==> config.mk <==
export PLATFORM = sky130hd
export DESIGN_NAME = fp_addsub_seq
export DESIGN_NICKNAME = d
export VERILOG_FILES = /design/src/rtl/fp_pkg.sv /design/src/rtl/fp_round_pack.sv /design/src/rtl/fp_addsub_seq.sv
export SDC_FILE = /design/constraint.sdc
export NUM_CORES = 1
export LEC_CHECK = 0
export ABC_AREA = 1
export BUFFER_PORTS_ARGS = -buffer_cell sky130_fd_sc_hd__buf_2
export CAP_MARGIN = 20
export CORE_ASPECT_RATIO = 0.5
export CORE_UTILIZATION = 35
export CTS_CLUSTER_DIAMETER = 30
export DETAILED_ROUTE_END_ITERATION = 16
export PLACE_DENSITY = 0.49
export SLEW_MARGIN = 20
export SYNTH_ARGS = -nofsm -noshare
export SYNTH_HDL_FRONTEND = slang
export SYNTH_SLANG_ARGS = --single-unit
==> constraint.sdc <==
create_clock -name clk -period 6.2 [get_ports clk]
set_input_delay 0.62 -clock clk [delete_from_list [all_inputs] [get_ports clk]]
set_output_delay 0.62 -clock clk [all_outputs]
set_load 0.1 [all_outputs]
==> src/rtl/fp_pkg.sv <==
// Shared single-precision floating-point definitions for the sequential FP
// units: the IEEE 754 field layout, the rounding-mode encodings, the special
// constants, the add/sub controller state set and a leading-zero counter.
package fp_pkg;

  typedef struct packed {
    logic        sign;
    logic [7:0]  exp;
    logic [22:0] man;
  } fp32_t;

  typedef enum logic [2:0] {
    RM_RNE = 3'b000,
    RM_RTZ = 3'b001,
    RM_RDN = 3'b010,
    RM_RUP = 3'b011,
    RM_RMM = 3'b100
  } rmode_e;

  localparam logic [31:0] QNAN       = 32'h7FC0_0000;
  localparam logic [31:0] POS_INF    = 32'h7F80_0000;
  localparam logic [31:0] MAX_FINITE = 32'h7F7F_FFFF;

  typedef enum logic [2:0] {
    ST_IDLE,
    ST_ALIGN,
    ST_ADD,
    ST_NORM,
    ST_ROUND,
    ST_DONE
  } state_e;

  // Leading zeros of a 27-bit significand (hidden bit + 23 + G/R/S).
  // An all-zero input returns 27.
  function automatic logic [4:0] lzc27(input logic [26:0] v);
    logic found;
    lzc27 = 5'd27;
    found = 1'b0;
    for (int i = 26; i >= 0; i--) begin
      if (!found && v[i]) begin
        lzc27 = 5'(26 - i);
        found = 1'b1;
      end
    end
  endfunction

endpackage

==> src/rtl/fp_round_pack.sv <==
// Combinational rounding and packing of a normalised single-precision value.
// Ports:
//   sign      - result sign
//   exp_in    - biased exponent after normalisation (signed, may be <= 0)
//   sig_in    - 27-bit significand: [26] hidden bit, [25:3] fraction,
//               [2] guard, [1] round, [0] sticky
//   rm        - rounding mode (101-111 behave as RNE)
//   result    - packed IEEE 754 result
//   overflow  - biased exponent reached 255 after rounding
//   underflow - normalised exponent was <= 0; result flushed to signed zero
module fp_round_pack
  import fp_pkg::*;
(
  input  logic              sign,
  input  logic signed [9:0] exp_in,
  input  logic [26:0]       sig_in,
  input  logic [2:0]        rm,
  output logic [31:0]       result,
  output logic              overflow,
  output logic              underflow
);

  logic              lsb;
  logic              grd;
  logic              rs;
  logic              inc;
  logic              ovf_to_inf;
  logic [24:0]       sig_r;
  logic signed [9:0] exp_r;

  always_comb begin
    lsb = sig_in[3];
    grd = sig_in[2];
    rs  = sig_in[1] | sig_in[0];

    case (rmode_e'(rm))
      RM_RTZ: begin
        inc        = 1'b0;
        ovf_to_inf = 1'b0;
      end
      RM_RDN: begin
        inc        = sign & (grd | rs);
        ovf_to_inf = sign;
      end
      RM_RUP: begin
        inc        = ~sign & (grd | rs);
        ovf_to_inf = ~sign;
      end
      RM_RMM: begin
        inc        = grd;
        ovf_to_inf = 1'b1;
      end
      default: begin
        inc        = grd & (rs | lsb);
        ovf_to_inf = 1'b1;
      end
    endcase

    // A round carry out of the 24-bit significand leaves 1.000..0, so a
    // plain right shift and exponent bump renormalise it.
    sig_r = {1'b0, sig_in[26:3]} + {24'd0, inc};
    exp_r = exp_in;
    if (sig_r[24]) begin
      sig_r = {1'b0, sig_r[24:1]};
      exp_r = exp_in + 10'sd1;
    end

    result    = {sign, exp_r[7:0], sig_r[22:0]};
    overflow  = 1'b0;
    underflow = 1'b0;
    if (exp_in <= 10'sd0) begin
      underflow = 1'b1;
      result    = {sign, 31'd0};
    end else if (exp_r >= 10'sd255) begin
      overflow = 1'b1;
      result   = ovf_to_inf ? {sign, POS_INF[30:0]} : {sign, MAX_FINITE[30:0]};
    end
  end

endmodule

==> src/rtl/fp_addsub_seq.sv <==
// Multi-cycle IEEE 754 single-precision add/subtract unit, one operation in
// flight, valid/ready handshakes on both sides.
// Ports:
//   clk, rst            - clock, synchronous active-high reset
//   in_valid / in_ready - operand handshake (in_ready high only in IDLE)
//   fp_a, fp_b, op      - operands; op=1 computes A-B
//   r_mode              - rounding mode (RNE, RTZ, RDN, RUP, RMM)
//   out_valid/out_ready - result handshake
//   fp_result           - rounded result, held until accepted
//   overflow, underflow - result flags, zero whenever out_valid is low
// Latency from the accepting edge to out_valid is 3 + NORM_CYCLES edges.
module fp_addsub_seq
  import fp_pkg::*;
#(
  parameter int NORM_CYCLES = 1
)(
  input  logic        clk,
  input  logic        rst,
  input  logic        in_valid,
  output logic        in_ready,
  input  logic [31:0] fp_a,
  input  logic [31:0] fp_b,
  input  logic        op,
  input  logic [2:0]  r_mode,
  output logic        out_valid,
  input  logic        out_ready,
  output logic [31:0] fp_result,
  output logic        overflow,
  output logic        underflow
);

  // Control state (reset)
  state_e      state_q, state_d;
  logic [7:0]  norm_cnt_q, norm_cnt_d;
  logic        out_valid_q, out_valid_d;
  logic [31:0] fp_result_q, fp_result_d;
  logic        overflow_q, overflow_d;
  logic        underflow_q, underflow_d;

  // Datapath state (no reset)
  logic [31:0]       a_q, a_d;
  logic [31:0]       b_q, b_d;
  logic [2:0]        rm_q, rm_d;
  logic              special_q, special_d;
  logic [31:0]       special_val_q, special_val_d;
  logic              zero_sign_q, zero_sign_d;
  logic              sign_q, sign_d;
  logic [7:0]        exp_q, exp_d;
  logic [26:0]       sig_l_q, sig_l_d;
  logic [26:0]       sig_s_q, sig_s_d;
  logic              eff_sub_q, eff_sub_d;
  logic [27:0]       sum_q, sum_d;
  logic signed [9:0] nexp_q, nexp_d;
  logic [26:0]       nsig_q, nsig_d;
  logic              nzero_q, nzero_d;

  // Alignment helpers
  fp32_t       fa, fb, lg, sm;
  logic        a_nan, b_nan, a_inf, b_inf, a_zero, b_zero, swap;
  logic [7:0]  diff;
  logic [23:0] sig_lg, sig_sm;
  logic [26:0] ext_sm, lost_mask, algn;
  logic        spec_hit, zsign;
  logic [31:0] spec_val;

  // Normalisation helpers
  logic [4:0]        lz;
  logic [26:0]       norm_sig;
  logic signed [9:0] norm_exp;

  // Rounder outputs
  logic [31:0] rp_result;
  logic        rp_overflow, rp_underflow;

  fp_round_pack u_round_pack (
    .sign      (sign_q),
    .exp_in    (nexp_q),
    .sig_in    (nsig_q),
    .rm        (rm_q),
    .result    (rp_result),
    .overflow  (rp_overflow),
    .underflow (rp_underflow)
  );

  // ---- ALIGN: unpack, classify, order by magnitude, align the smaller ----
  always_comb begin
    fa     = fp32_t'(a_q);
    fb     = fp32_t'(b_q);
    a_nan  = (&fa.exp) & (|fa.man);
    b_nan  = (&fb.exp) & (|fb.man);
    a_inf  = (&fa.exp) & ~(|fa.man);
    b_inf  = (&fb.exp) & ~(|fb.man);
    // Denormals are flushed: an exponent of zero is a signed zero.
    a_zero = ~(|fa.exp);
    b_zero = ~(|fb.exp);
    swap   = (b_zero ? 31'd0 : b_q[30:0]) > (a_zero ? 31'd0 : a_q[30:0]);
    lg     = swap ? fb : fa;
    sm     = swap ? fa : fb;
    sig_lg = (lg.exp == 8'd0) ? 24'd0 : {1'b1, lg.man};
    sig_sm = (sm.exp == 8'd0) ? 24'd0 : {1'b1, sm.man};
    diff   = lg.exp - sm.exp;
    ext_sm = {sig_sm, 3'b000};
    lost_mask = (27'd1 << diff) - 27'd1;
    if (diff >= 8'd27) begin
      algn = {26'd0, |sig_sm};
    end else begin
      algn = (ext_sm >> diff) | {26'd0, |(ext_sm & lost_mask)};
    end

    spec_hit = a_nan | b_nan | a_inf | b_inf;
    if (a_nan | b_nan | (a_inf & b_inf & (fa.sign ^ fb.sign))) begin
      spec_val = QNAN;
    end else if (a_inf) begin
      spec_val = {fa.sign, POS_INF[30:0]};
    end else begin
      spec_val = {fb.sign, POS_INF[30:0]};
    end

    // Sign of an exact-zero sum: two like-signed zeros keep their sign,
    // any other cancellation is +0 except under round-down.
    if (a_zero & b_zero & (fa.sign == fb.sign)) begin
      zsign = fa.sign;
    end else begin
      zsign = (rmode_e'(rm_q) == RM_RDN);
    end
  end

  // ---- NORM: carry shift-right or leading-zero shift-left ----
  always_comb begin
    lz = lzc27(sum_q[26:0]);
    if (sum_q[27]) begin
      norm_sig = {sum_q[27:2], sum_q[1] | sum_q[0]};
      norm_exp = $signed({2'b00, exp_q}) + 10'sd1;
    end else begin
      norm_sig = sum_q[26:0] << lz;
      norm_exp = $signed({2'b00, exp_q}) - $signed({5'd0, lz});
    end
  end

  // ---- Next-state and datapath update ----
  always_comb begin
    state_d       = state_q;
    norm_cnt_d    = norm_cnt_q;
    out_valid_d   = out_valid_q;
    fp_result_d   = fp_result_q;
    overflow_d    = overflow_q;
    underflow_d   = underflow_q;
    a_d           = a_q;
    b_d           = b_q;
    rm_d          = rm_q;
    special_d     = special_q;
    special_val_d = special_val_q;
    zero_sign_d   = zero_sign_q;
    sign_d        = sign_q;
    exp_d         = exp_q;
    sig_l_d       = sig_l_q;
    sig_s_d       = sig_s_q;
    eff_sub_d     = eff_sub_q;
    sum_d         = sum_q;
    nexp_d        = nexp_q;
    nsig_d        = nsig_q;
    nzero_d       = nzero_q;

    case (state_q)
      ST_IDLE: begin
        if (in_valid) begin
          a_d     = fp_a;
          b_d     = fp_b ^ {op, 31'd0};
          rm_d    = r_mode;
          state_d = ST_ALIGN;
        end
      end
      ST_ALIGN: begin
        special_d     = spec_hit;
        special_val_d = spec_val;
        zero_sign_d   = zsign;
        sign_d        = lg.sign;
        exp_d         = lg.exp;
        sig_l_d       = {sig_lg, 3'b000};
        sig_s_d       = algn;
        eff_sub_d     = fa.sign ^ fb.sign;
        state_d       = ST_ADD;
      end
      ST_ADD: begin
        // |large| >= |small|, so the difference never goes negative.
        sum_d      = eff_sub_q ? ({1'b0, sig_l_q} - {1'b0, sig_s_q})
                               : ({1'b0, sig_l_q} + {1'b0, sig_s_q});
        norm_cnt_d = 8'd0;
        state_d    = ST_NORM;
      end
      ST_NORM: begin
        nsig_d  = norm_sig;
        nexp_d  = norm_exp;
        nzero_d = (sum_q == 28'd0);
        if (norm_cnt_q >= 8'(NORM_CYCLES - 1)) begin
          state_d = ST_ROUND;
        end else begin
          norm_cnt_d = norm_cnt_q + 8'd1;
        end
      end
      ST_ROUND: begin
        if (special_q) begin
          fp_result_d = special_val_q;
          overflow_d  = 1'b0;
          underflow_d = 1'b0;
        end else if (nzero_q) begin
          fp_result_d = {zero_sign_q, 31'd0};
          overflow_d  = 1'b0;
          underflow_d = 1'b0;
        end else begin
          fp_result_d = rp_result;
          overflow_d  = rp_overflow;
          underflow_d = rp_underflow;
        end
        out_valid_d = 1'b1;
        state_d     = ST_DONE;
      end
      ST_DONE: begin
        if (out_ready) begin
          out_valid_d = 1'b0;
          overflow_d  = 1'b0;
          underflow_d = 1'b0;
          state_d     = ST_IDLE;
        end
      end
      default: begin
        state_d = ST_IDLE;
      end
    endcase
  end

  always_ff @(posedge clk) begin
    if (rst) begin
      state_q     <= ST_IDLE;
      norm_cnt_q  <= 8'd0;
      out_valid_q <= 1'b0;
      fp_result_q <= 32'd0;
      overflow_q  <= 1'b0;
      underflow_q <= 1'b0;
    end else begin
      state_q     <= state_d;
      norm_cnt_q  <= norm_cnt_d;
      out_valid_q <= out_valid_d;
      fp_result_q <= fp_result_d;
      overflow_q  <= overflow_d;
      underflow_q <= underflow_d;
    end
  end

  always_ff @(posedge clk) begin
    a_q           <= a_d;
    b_q           <= b_d;
    rm_q          <= rm_d;
    special_q     <= special_d;
    special_val_q <= special_val_d;
    zero_sign_q   <= zero_sign_d;
    sign_q        <= sign_d;
    exp_q         <= exp_d;
    sig_l_q       <= sig_l_d;
    sig_s_q       <= sig_s_d;
    eff_sub_q     <= eff_sub_d;
    sum_q         <= sum_d;
    nexp_q        <= nexp_d;
    nsig_q        <= nsig_d;
    nzero_q       <= nzero_d;
  end

  assign in_ready  = (state_q == ST_IDLE);
  assign out_valid = out_valid_q;
  assign fp_result = fp_result_q;
  assign overflow  = overflow_q;
  assign underflow = underflow_q;

endmodule

After elaboration in Yosys (flattened, before gate mapping)
Cells that the tools add are included.

Magnitude comparators: 5. Mux-type cells: 91. Bitwise logic cells: 28. Shift operators: 3. Eq/ne operators: 14. Add/subtract/negate cells: 9. Reduce and logical (&&, ||, !) cells: 70.

Operator list (number): $mux 31 (5); $mux 5 (27); $mux 32 (4); $mux 24 (3); $reduce_or 23->1 (2); $mux 1 (36); $xor 32x32->32 (1); $gt 31x31->1 (1); $add 27x27->28 (1); $logic_not 28->1 (1); $mux 28 (1); $sub 27x27->28 (1); $and 27x27->27 (1); $or 27x1->27 (1); $reduce_or 27->1 (1); $shl 1x8->27 const A (1); $shl 27x5->27 (1); $shr 27x8->27 (1); $sub 27x1->27 const B (1); $logic_and 1x1->1 (26); $logic_not 1->1 (26); $mux 26 (1); $add 24x1->25 (1); $reduce_or 24->1 (1); 34 further kinds (75).

Output and inout bits: 36. Bits of input ports: 72. Register bits after elaboration: 274.

Logic depth before layout (Yosys ltp)
Depth after elaboration: 81. Depth in mapped cells: 37.

By module
Synthesis repeated with hierarchy kept, for this count alone.

Cell total of the unflattened synthesis: 2455. Area total of the unflattened synthesis: 18127.4 um^2.

By module, submodules not included: fp_addsub_seq (area each 16590.9 um^2, cells an instance 2172, times used 1); fp_round_pack (area each 1536.5 um^2, cells an instance 283, times used 1).

Worst setup path before layout
Ideal clock, no wire load.

Path type: reg2reg. From: reg b_q[27]. To: reg sig_s_q[0] (data pin). Library setup time: 0.260 ns. Stages on the path, launching flop included: 33. Period minus slack after synthesis: 4.441 ns. Data required time: 5.940 ns. Path buffers: 2. Data arrival time: 4.181 ns. Slack: 1.759 ns. Cell sequence: edfxtp_1 -> nor4_1 -> nand4_1 -> inv_1 -> clkbuf_1 -> nor2_1 -> ha_1 -> nand2_1 -> nor2_2 -> inv_2 -> nor2_4 -> nand2_1 -> nand2_1 -> nand2_2 -> nand2_4 -> nand2_4 -> nand2_1 -> nand3_1 -> ha_1 -> clkbuf_1 -> inv_1 -> nor2_2 -> inv_1 -> nor2_1 -> nand3_1 -> nand2_1 -> inv_2 -> nand3_1 -> nand2_1 -> nor2_1 -> nand2_1 -> nor2_1 -> nand3_1.

Word-level cells in the longest chain between the ends: 11.

Ends and longest elaborated chain: start, declared (line fp_addsub_seq.sv:42) `logic [31:0] b_q, b_d;`; start signal, assigned (line fp_addsub_seq.sv:252) `b_q <= b_d;`; $reduce_or 8->1 (line fp_addsub_seq.sv:95) `b_zero = ~(|fb.exp);`; $mux 31 (line fp_addsub_seq.sv:96) `swap = (b_zero ? 31'd0 : b_q[30:0]) > (a_zero ? 31'd0 : a_q[30:0]);`; $gt 31x31->1 (line fp_addsub_seq.sv:96); $mux 32 / $mux 31 (equally long branches) (line fp_addsub_seq.sv:97, fp_addsub_seq.sv:98); $sub 8x8->8 (line fp_addsub_seq.sv:101) `diff = lg.exp - sm.exp;`; $shl 1x8->27 (line fp_addsub_seq.sv:103) `lost_mask = (27'd1 << diff) - 27'd1;`; $sub 27x1->27 (line fp_addsub_seq.sv:103); $and 27x27->27 (line fp_addsub_seq.sv:107) `algn = (ext_sm >> diff) | {26'd0, |(ext_sm & lost_mask)};`; $reduce_or 27->1 (line fp_addsub_seq.sv:107); $or 27x1->27 (line fp_addsub_seq.sv:107); $mux 1 (*) (line fp_addsub_seq.sv:104) `if (diff >= 8'd27) begin`; via algn[0] (line fp_addsub_seq.sv:62) `logic [26:0] ext_sm, lost_mask, algn;`; end signal, assigned (line fp_addsub_seq.sv:260) `sig_s_q <= sig_s_d;`; end, declared (line fp_addsub_seq.sv:50) `logic [26:0] sig_s_q, sig_s_d;`.

Mark *: on every way through the listed nets, which the timed path passes. The rest lies on a longest branch. A chain may end at the register's enable or synchronous reset.

Final worst setup path
Ends and elaborated chain as after synthesis.

==> results.md <==
* Clock root cell: clkbuf_16
* Final Non-Filler Cells at 3,092
* Number of hold violations in the final report at 0
* Outcome: completed
* Sequential fraction of the synthesis area at 38.1%
* Post-CTS Resized at 0
* Max_slew headroom at 32.4%
* Post-DP HPWL at 40,600 um
* CP max FO at 26
* Worst path slowest cell: edfxtp_1
* Most common cell after layout, fill and taps aside: nand2_1
* Clock latency at the later pin of the worst-skew pair at 0.56 ns
* RSZ-0062 raised after global routing: no
* Fmax at 178 MHz
* Max-cap violations at 0
* Mux cell area share after synthesis at 1.20%
* Cells after Synth at 2,315
* H-tree Lvls at 2
* Compound-Gate Fraction of Synth Area at 14.5%
* Startpoint types: flip-flop
* Via density per instance at 5.02
* Drt drc at 0
* Simple-gate share of the synthesized area at 27.6%
* First-pass GRT wire length at 81,700 um
* ANT nets after route at 0
* Antenna Cells at 0
* Syn_nets at 2,480
* Minimum clock period at 5.60 ns
* Share of cells above drive strength 1 at 14.1%
* Highest cell delay on the worst timing path at 0.46 ns
* Worst EP arrival at 5.91 ns
* Vias at 15,500
* Worst EP required at 6.50 ns
* Ports at 108
* Die height at 161 um
* Top cells by area, synth: edfxtp_1, nand2_1, ha_1
* Ys flop type: edfxtp_1
* Worst Path Class, Setup: flip-flop to flip-flop
* Initial antenna violation count at 1
* Mean area per synthesized cell at 7.61 sq um
* Nets at 2,570
* Count of cell types in the netlist at 71
* CP endpoint kind: flip-flop
* Hold slack at 0.229 ns
* Pins over their slew limit at 0
* Design Area, Final at 20,300 sq um
* Placed Instances at 3,005
* Setup TNS at 0 ns
* Initial core utilization at 35.9%
* Commonest non-fill, non-tap cells in the layout: nand2_1, inv_1, edfxtp_1
* Largest family of logic cells by synthesized area: simple AND/OR/NAND/NOR gates
* Drt first-iter violations at 1,180
* Leak at 9.02 nW
* I/O Buffers at 107
* Synth Cell Area at 17,600 sq um
* Core Box Area at 49,100 sq um
* Area post-placement at 18,700 sq um
* Post-route clock period utilization at 90.4%
* CTS clk-pin slew, worst paths at 0.06 ns
* Area leader, netlist: edfxtp_1
* Post-Route WL at 51,700 um
* Yosys Warn Count at 0
* RD Place Congestion at 0.921
* CTS tree: yes
* Largest net degree at the start of global routing at 67
* CP dominant cell by count: nand2_1
* Worst-margin pin slew at 1.01 ns
* Worst IR Drop VDD at 0.204 mV
* Routed WL per cell at 16.7 um
* Number of setup buffers added after CTS at 0
* Async SR Flop Fraction at 0%
* Layout Skew at 0.0169 ns
* Detailed Routing Iterations Pass 1 at 5
* Area share of the largest cell type after synthesis at 33.8%
* TritonCTS buffer count at 46
* Post-synth EDFFs at 198
* Num Clock Sinks at 236
* Total gr overflow at 0
* Area Growth Syn to Fin at 15.4%
* Hold_buf cts at 0
* Global Route Usage Sum at 20.1%
* Endpoints failing setup at 0
* Longest Clk Path Bufs at 3
* Synth Area in Adders at 6.69%
* Site Rows at 57
* Vias in the first global route at 14,600
* Hold Path Class: primary input to flip-flop
* Power density cells at 334 nW/um^2
* Die area at 51,300 sq um
* Area share of xor/xnor cells in the synthesized design at 3.34%
* Synth Register Bits at 236
* Die width at 319 um
worst paths after layout:
kind	slack [ns]	depth (start not counted)	endpoint	from
worst min-delay path	0.23	1	a_q[19]	fp_a[19]
worst max register to register	0.60	34	sig_s_q[0]	b_q[27]
worst max-delay path	0.60	34	sig_s_q[0]	b_q[27]
worst min register to register	0.46	2	out_valid	out_valid
where the power goes:
| group | switching, W | internal, W |
|---|---|---|
| combinational | 0.00155 | 0.000688 |
| sequential | 0.000131 | 0.00194 |
| clock | 0.000866 | 0.00162 |
per-stage QoR:
| step | power (W) | setup slack, ns | util, % |
|---|---|---|---|
| floorplan | 0.00372 | 1.76 | - |
| global placement | 0.00432 | 0.757 | 38.2 |
| detailed placement | 0.00431 | 0.686 | 38.2 |
| CTS | 0.00684 | 0.670 | 41.4 |
| global route | 0.00722 | 0.0340 | 41.4 |
| finish | 0.00679 | 0.596 | 41.4 |
cells in the mapped netlist, types with 6 or more instances:
master    count
o21ai_2       7
o21ai_1      41
nor2_4        6
nand3_1     132
nand3_2      12
nor4_1       27
nand2_2      24
nand2_4       8
a31oi_1      10
dfxtp_1      38
a22oi_1       6
o21bai_1      8
nor3_1       23
xor2_1       48
nor2_1      188
buf_6         6
nand4_1      30
edfxtp_1    198
o211ai_1     17
inv_2        23
a211oi_1      9
inv_1       270
buf_1        17
or2_2        10
mux2i_1      20
xnor2_1      11
nand2_1     569
o21ai_0     149
o221ai_1      7
clkbuf_1     48
nor2_2       15
ha_1         91
o22ai_1      12
a21oi_1     153
buf_2        15
state kept, by name, summed over array words and instances, names as in the netlist, 10 cells and up:
name and count:
sig_s_q 27, nsig_q 27, fp_result 32, nexp_q 10
sig_l_q 24, b_q 32, sum_q 28, a_q 32
final cells by class:
cell class | instances | area (sq um)
fill | 5101 | 28800
multi-input combinational | 1696 | 9420
sequential | 236 | 6710
clock buffer | 52 | 1170
inverter | 294 | 1100
tap | 649 | 812
timing repair buffer | 131 | 728
clock inverter | 34 | 375
cell families after synthesis:
group | count (synthesis)
flip-flops | 236
multiplexers | 21
buffers and inverters | 383
AO/OA/AOI/OAI | 449
adder cells (fa/ha/maj) | 93
AND/OR/NAND/NOR | 1071
XOR/XNOR | 62
critical path, delay by kind of cell (launching register included):
family | cells | cell delay [ns]
buf+inv | 4 | 0.55
flops | 1 | 0.46
fa+ha+maj | 2 | 0.50
simple gates | 28 | 3.80
routing by layer:
layer  vias to the layer above  part of all wire [%]  global-route usage (%)
met5                         -                 0.025                       0
met4                         2                   1.7                    4.13
met3                        69                   5.2                    3.38
met2                       371                    42                    30.4
met1                      7113                    51                    29.9
li1                       7975                     -                       -
Note: power is estimated with default switching activity, not from simulation.
